`src/rtl/fir_q26_pkg.sv`:
```
// Shared Q2.6 types and constants for the three-tap FIR core.
package fir_q26_pkg;
   localparam int WL = 8;
   localparam int WI = 2;
   localparam int WF = 6;

   typedef logic [WL-1:0] q26_t;

   localparam q26_t H0_RST = 8'hEB;
   localparam q26_t H1_RST = 8'h33;
   localparam q26_t H2_RST = 8'h1A;

   localparam q26_t Q_MAX = 8'h7F;
   localparam q26_t Q_MIN = 8'h80;
endpackage

```
`src/rtl/fir3_q26_core_if.sv`:
```
// Sample / coefficient bus between the signal path and the FIR core.
interface fir3_q26_core_if;
   import fir_q26_pkg::*;

   q26_t x;
   q26_t h;
   logic load;
   logic enable;
   q26_t y;

   modport master (output x, h, load, enable, input y);
   modport slave (input x, h, load, enable, output y);
endinterface

```
`src/rtl/fir3_q26_core_prims.sv`:
```
// Reusable fixed-point primitives: delay line, saturating multiply
// and saturating add.
module my_srl #(
   parameter int WL    = 8,
   parameter int DELAY = 0
) (
   input  logic          clk,
   input  logic          rst,
   input  logic          en,
   input  logic [WL-1:0] d,
   output logic [WL-1:0] q
);
   logic [WL-1:0] sr [DELAY+1];

   always_ff @(posedge clk) begin
      if (rst) begin
         for (int i = 0; i <= DELAY; i++) sr[i] <= '0;
      end else if (en) begin
         sr[0] <= d;
         for (int i = 1; i <= DELAY; i++) sr[i] <= sr[i-1];
      end
   end

   assign q = sr[DELAY];
endmodule

module fpmult #(
   parameter int WL = 8,
   parameter int WF = 6
) (
   input  logic [WL-1:0] a,
   input  logic [WL-1:0] b,
   output logic [WL-1:0] p
);
   localparam int PW   = 2 * WL;
   localparam int MAXI = (1 << (WL - 1)) - 1;
   localparam int MINI = -(1 << (WL - 1));
   localparam logic signed [PW-1:0] MAXV = PW'(MAXI);
   localparam logic signed [PW-1:0] MINV = PW'(MINI);

   logic signed [PW-1:0] full;
   logic signed [PW-1:0] sh;

   // Arithmetic shift floors toward -inf before clamping.
   assign full = $signed(a) * $signed(b);
   assign sh   = full >>> WF;

   always_comb begin
      p = sh[WL-1:0];
      if (sh > MAXV) p = MAXV[WL-1:0];
      else if (sh < MINV) p = MINV[WL-1:0];
   end
endmodule

module fpadder #(
   parameter int WI1 = 2,
   parameter int WF1 = 6,
   parameter int WI2 = 2,
   parameter int WF2 = 6,
   parameter int WIO = 2,
   parameter int WFO = 6
) (
   input  logic [WI1+WF1-1:0] a,
   input  logic [WI2+WF2-1:0] b,
   output logic [WIO+WFO-1:0] s
);
   localparam int WL1 = WI1 + WF1;
   localparam int WL2 = WI2 + WF2;
   localparam int WLO = WIO + WFO;
   localparam int AR  = (WF1 > WFO) ? WF1 - WFO : 0;
   localparam int AL  = (WFO > WF1) ? WFO - WF1 : 0;
   localparam int BR  = (WF2 > WFO) ? WF2 - WFO : 0;
   localparam int BL  = (WFO > WF2) ? WFO - WF2 : 0;
   localparam logic signed [31:0] MAXV = (32'sd1 <<< (WLO - 1)) - 32'sd1;
   localparam logic signed [31:0] MINV = -(32'sd1 <<< (WLO - 1));

   logic signed [31:0] a_w;
   logic signed [31:0] b_w;
   logic signed [31:0] sum;

   // Wide sign extension leaves ample headroom for the carry bit.
   assign a_w = ($signed({{(32-WL1){a[WL1-1]}}, a}) >>> AR) <<< AL;
   assign b_w = ($signed({{(32-WL2){b[WL2-1]}}, b}) >>> BR) <<< BL;
   assign sum = a_w + b_w;

   always_comb begin
      s = sum[WLO-1:0];
      if (sum > MAXV) s = MAXV[WLO-1:0];
      else if (sum < MINV) s = MINV[WLO-1:0];
   end
endmodule

```
`src/rtl/fir3_q26_core.sv`:
```
// Three-tap Q2.6 FIR: combinational multiply/add tree between the
// delay taps and a single output register; run-time coefficient load.
module fir3_q26_core
   import fir_q26_pkg::*;
#(
   parameter int P_WL = WL,
   parameter int P_WI = WI,
   parameter int P_WF = WF
) (
   input logic         CLK,
   input logic         RST,
   fir3_q26_core_if.slave bus
);
   q26_t h0, h1, h2;
   q26_t tap1, tap2;
   q26_t p0, p1, p2;
   q26_t s01, s012;

   my_srl #(.WL(P_WL), .DELAY(0)) u_srl1 (
      .clk (CLK),
      .rst (RST),
      .en  (bus.enable),
      .d   (bus.x),
      .q   (tap1)
   );

   my_srl #(.WL(P_WL), .DELAY(0)) u_srl2 (
      .clk (CLK),
      .rst (RST),
      .en  (bus.enable),
      .d   (tap1),
      .q   (tap2)
   );

   fpmult #(.WL(P_WL), .WF(P_WF)) u_m0 (.a(bus.x), .b(h0), .p(p0));
   fpmult #(.WL(P_WL), .WF(P_WF)) u_m1 (.a(tap1), .b(h1), .p(p1));
   fpmult #(.WL(P_WL), .WF(P_WF)) u_m2 (.a(tap2), .b(h2), .p(p2));

   fpadder #(
      .WI1(P_WI), .WF1(P_WF), .WI2(P_WI),
      .WF2(P_WF), .WIO(P_WI), .WFO(P_WF)
   ) u_a0 (.a(p0), .b(p1), .s(s01));

   fpadder #(
      .WI1(P_WI), .WF1(P_WF), .WI2(P_WI),
      .WF2(P_WF), .WIO(P_WI), .WFO(P_WF)
   ) u_a1 (.a(s01), .b(p2), .s(s012));

   // Bank shifts independently of enable; y uses pre-load values.
   always_ff @(posedge CLK) begin
      if (RST) begin
         h0 <= H0_RST;
         h1 <= H1_RST;
         h2 <= H2_RST;
      end else if (bus.load) begin
         h0 <= bus.h;
         h1 <= h0;
         h2 <= h1;
      end
   end

   always_ff @(posedge CLK) begin
      if (RST) bus.y <= '0;
      else if (bus.enable) bus.y <= s012;
   end
endmodule

```
`src/flat_wrapper.sv`:
```
// flat-port wrapper written by rule: the top's interface ports become plain ports
module fir3_q26_core_flat import fir_q26_pkg::*;
#(
   parameter int P_WL = WL,
   parameter int P_WI = WI,
   parameter int P_WF = WF
)
  (CLK, RST, bus_x, bus_h, bus_load, bus_enable, bus_y);
  fir3_q26_core_if bus_i ();
  input logic CLK;
  input logic RST;
  input wire logic [$bits(bus_i.x)-1:0] bus_x;
  input wire logic [$bits(bus_i.h)-1:0] bus_h;
  input wire logic [$bits(bus_i.load)-1:0] bus_load;
  input wire logic [$bits(bus_i.enable)-1:0] bus_enable;
  output wire logic [$bits(bus_i.y)-1:0] bus_y;
  assign bus_i.x = bus_x;
  assign bus_i.h = bus_h;
  assign bus_i.load = bus_load;
  assign bus_i.enable = bus_enable;
  assign bus_y = bus_i.y;
  fir3_q26_core #(.P_WL(P_WL), .P_WI(P_WI), .P_WF(P_WF)) u_core (.CLK(CLK), .RST(RST), .bus(bus_i));
endmodule
```
`config.mk`:
```
export PLATFORM = sky130hd
export DESIGN_NAME = fir3_q26_core_flat
export DESIGN_NICKNAME = d
export VERILOG_FILES = /design/src/rtl/fir_q26_pkg.sv /design/src/rtl/fir3_q26_core_if.sv /design/src/rtl/fir3_q26_core_prims.sv /design/src/rtl/fir3_q26_core.sv /design/src/flat_wrapper.sv
export SDC_FILE = /design/constraint.sdc
export NUM_CORES = 1
export LEC_CHECK = 0
export CORE_UTILIZATION = 55
export CTS_CLUSTER_SIZE = 25
export DETAILED_ROUTE_END_ITERATION = 12
export GPL_ROUTABILITY_DRIVEN = 0
export PLACE_DENSITY = 0.73
export SLEW_MARGIN = 10
export SYNTH_ARGS = -nofsm -noshare
export SYNTH_HDL_FRONTEND = slang
export SYNTH_HIERARCHICAL = 1
export SYNTH_SLANG_ARGS = --single-unit
```
`constraint.sdc`:
```
create_clock -name CLK -period 26.2 [get_ports CLK]
set_clock_uncertainty 0.15 [all_clocks]
set_input_delay 5.24 -clock CLK [delete_from_list [all_inputs] [get_ports CLK]]
set_output_delay 5.24 -clock CLK [all_outputs]
set_load 0.1 [all_outputs]
```
==> results.txt <==
----------------------------------------------------
[Die]
  Num rows ... 50
  Number of primary I/O pins ... 28
  Floorplan die area ... just under 20,000 um2
  Total core area ... approximately 19,000 um2
  Die span in x ... 141.0 um
  Initial core utilization ... 56.41%
  Vertical extent of the die ... 141.0 um

[Timing]
  Final Hold Viols ... 0
  Relative max-transition margin ... 23.56%
  Slack of the critical path ... 12,260 ps
  Max frequency ... about 70 MHz
  Pin slew with the least headroom to its limit ... roughly 1100 ps
  Unrepaired setup endpoints after global routing ... false
  Max-slew violation count ... 0
  Time the final worst path needs with I/O delays and setup ... 13,940 ps
  Share of the clock period used by the worst path ... between 50% and 60%
  Setup TNS Final ... 0 ps
  Final setup viols ... 0

[Critical path]
  Worst Path Class, Setup ... in -> reg
  Arrival time of data at the critical path endpoint ... roughly 14,000 ps
  Largest fanout of any net on the critical path ... 9
  Slowest cell delay on critical path ... ~580 ps
  Top delay family on crit path ... adder cells
  Required time of the worst setup path ... 26,220 ps
  Critical Path Start Type ... input port
  Number of buffer and inverter stages on the critical path ... 6
  Cell repeated most along the worst path ... fa_1
  Library cell contributing the largest single delay on the critical path ... fa_1
  Endpoint type of the worst setup path ... register

[Clock network]
  Clock insertion delay at the later pin of the skew report ... 300 ps
  TritonCTS Buffers ... 5
  Clock tree from TritonCTS ... built
  Setup fix buffers added after clock tree synthesis ... 0
  Cell at the root of the clock tree ... clkbuf_16
  CTS hold repair buffers ... 0
  Total number of clock tree sinks ... 48
  Post_cts resized ... 0
  Longest Clk Path Bufs ... 2
  Clock slew at reported path FFs ... 60 ps
  Htree depth ... 2

[Final layout]
  Layout fillers ... 1,653
  FF+latch area ... 1121 um2
  Area grow syn2layout ... 6.302%
  Post-layout instance area ... 11,290 um2
  Leading cell types in the layout, fill and taps excluded ... inv_1, fa_1, and2_1
  Multi-input combinational cell area ... roughly 8500 um2
  Most common library cell in the layout ignoring fill and taps ... inv_1
  Fin nets ... 1,462
  Layout cells sized above 1 ... 4.388%
  Count of inserted antenna diode cells ... 0

[Global routing]
  Pin count of the biggest net entering global routing ... 51
  Total gr overflow ... 0
  Antenna violations before repair ... 0
  Total GRT Usage ... 24.39%
  Wire length of the first global-routing pass ... a little under 40 mm
  Number of global-route vias before repair ... 8,192

[Detailed routing]
  Routed len/inst ... 15.53 um
  Number of iterations in the first detailed-routing pass ... 5
  Detailed-route DRC error count ... 0
  Routed wire length ... 22.44 mm
  Number of vias per cell ... 5.417
  Vias ... 7,828
  Number of nets with antenna violations after detailed routing ... 0
  Iter 0 DRT Violations ... between 300 and 400

[Outcome]
  Result of the run ... complete, no violations

[Synth]
  Net count after synthesis ... 1,441
  Number of distinct standard cells referenced by the synthesized netlist ... 60
  Most instantiated flip-flop cell in the synthesis netlist ... dfxtp_1
  Area of the mapped netlist ... 10,620 um2
  Synth warn ... 6
  Share of the yosys chip area belonging to registers ... around a tenth
  Number of flops mapped to enable cells by yosys ... 16
  Asr flop ratio synth ... 0%
  Number of instances in the synthesized netlist ... 1,163
  Flip-flop and latch count after synthesis ... 48
  Syn_area_per_cell ... 9.134 um2

[Placement]
  Detailed placer's ending HPWL ... 18.53 mm
  Count of buffers inserted at the top-level ports ... 27
  Pre-CTS WS ... 11,990 ps
  Post-placement cell area ... 11,100 um2

[Hold path]
  Class of the tightest hold or removal check ... reg -> reg

[Job]
  Max capacitance violation total ... 0

----------------------------------------------------
==> worst reg2reg max path: cells and delay by family (launching register included) <==
kind / cells / cell delay [ps]
AO/OA/AOI/OAI: 13 / 2640
adder cells (fa/ha/maj): 11 / 4540
buffers and inverters: 5 / 370
flip-flops: 1 / 530
multiplexers: 1 / 160
AND/OR/NAND/NOR: 4 / 410
==> synth_stat cells (all sizes together) (15+ instances only) <==
| master | count | area, um2 |
|---|---|---|
| a211o | 18 | 175.2 |
| a21oi | 55 | 297.8 |
| and2 | 121 | 757.0 |
| and3 | 15 | 103.9 |
| and3b | 17 | 148.9 |
| dfxtp | 32 | 640.6 |
| edfxtp | 16 | 480.5 |
| fa | 161 | 3223 |
| ha | 97 | 1214 |
| inv | 236 | 885.9 |
| mux2i | 23 | 230.2 |
| nand2 | 57 | 214.0 |
| nor2 | 47 | 176.4 |
| nor2b | 33 | 206.5 |
| o21ai | 22 | 117.6 |
| xnor2 | 36 | 345.3 |
| xor2 | 19 | 166.4 |
==> area by class of cell <==
type,instances,area share (%)
clock buffer,6,1.330
multi-input combinational,864,75.15
timing repair buffer,29,2.526
inverter,236,7.845
tap,260,2.881
clock inverter,2,0.3435
sequential,48,9.928
==> kinds of logic after synthesis <==
logic type,synth area share [%]
simple gates,18.67
fa+ha+maj,43.25
buf+inv,9.564
compound gates,10.66
xor+xnor,4.817
flops,10.55
mux,2.485
==> stage by stage <==
step / std cells / hold slack, ps / utilization [%]
4_1_cts: 1445 / 354.5 / 59.97
6_report: 1445 / 348.2 / 59.97
5_1_grt: 1445 / 379.7 / 59.97
3_5_place_dp: 1437 / 339.5 / 58.96
2_1_floorplan: 1163 / 379.1 / -
3_3_place_gp: 1437 / 321.8 / 58.96
==> flip-flops by register name, indices dropped and copies added, names as in the netlist <==
name	count
u_core/bus.y	8
u_core/h0	8
u_core/h1	8
u_core/h2	8
u_core/u_srl1/sr	8
u_core/u_srl2/sr	8
==> metal layers <==
layer  global-route usage (%)  routed length [um]  vias up  share of wire (%)
li1                         -                   -     3785                  -
met1                    30.08                9959     3881                 44
met2                    45.38               11520      138                 51
met3                    2.412                 594       24                2.6
met4                    6.407                 373        0                1.7
met5                        0                   0        -                  0
==> path summary, 6_finish.rpt <==
check,from,to,slack (ps),cells after the start
worst max-delay path,bus_x[7],u_core/bus.y[3],12260,35
worst min register to register,u_core/bus.y[4],u_core/bus.y[4],350,2
worst max register to register,u_core/u_srl1/sr[0][7],u_core/bus.y[3],17230,34
worst min-delay path,u_core/bus.y[4],u_core/bus.y[4],350,2
Power is left out: the tool's default activity adds up to more than one toggle a clock period on the data nets, which glitch-free logic cannot reach.
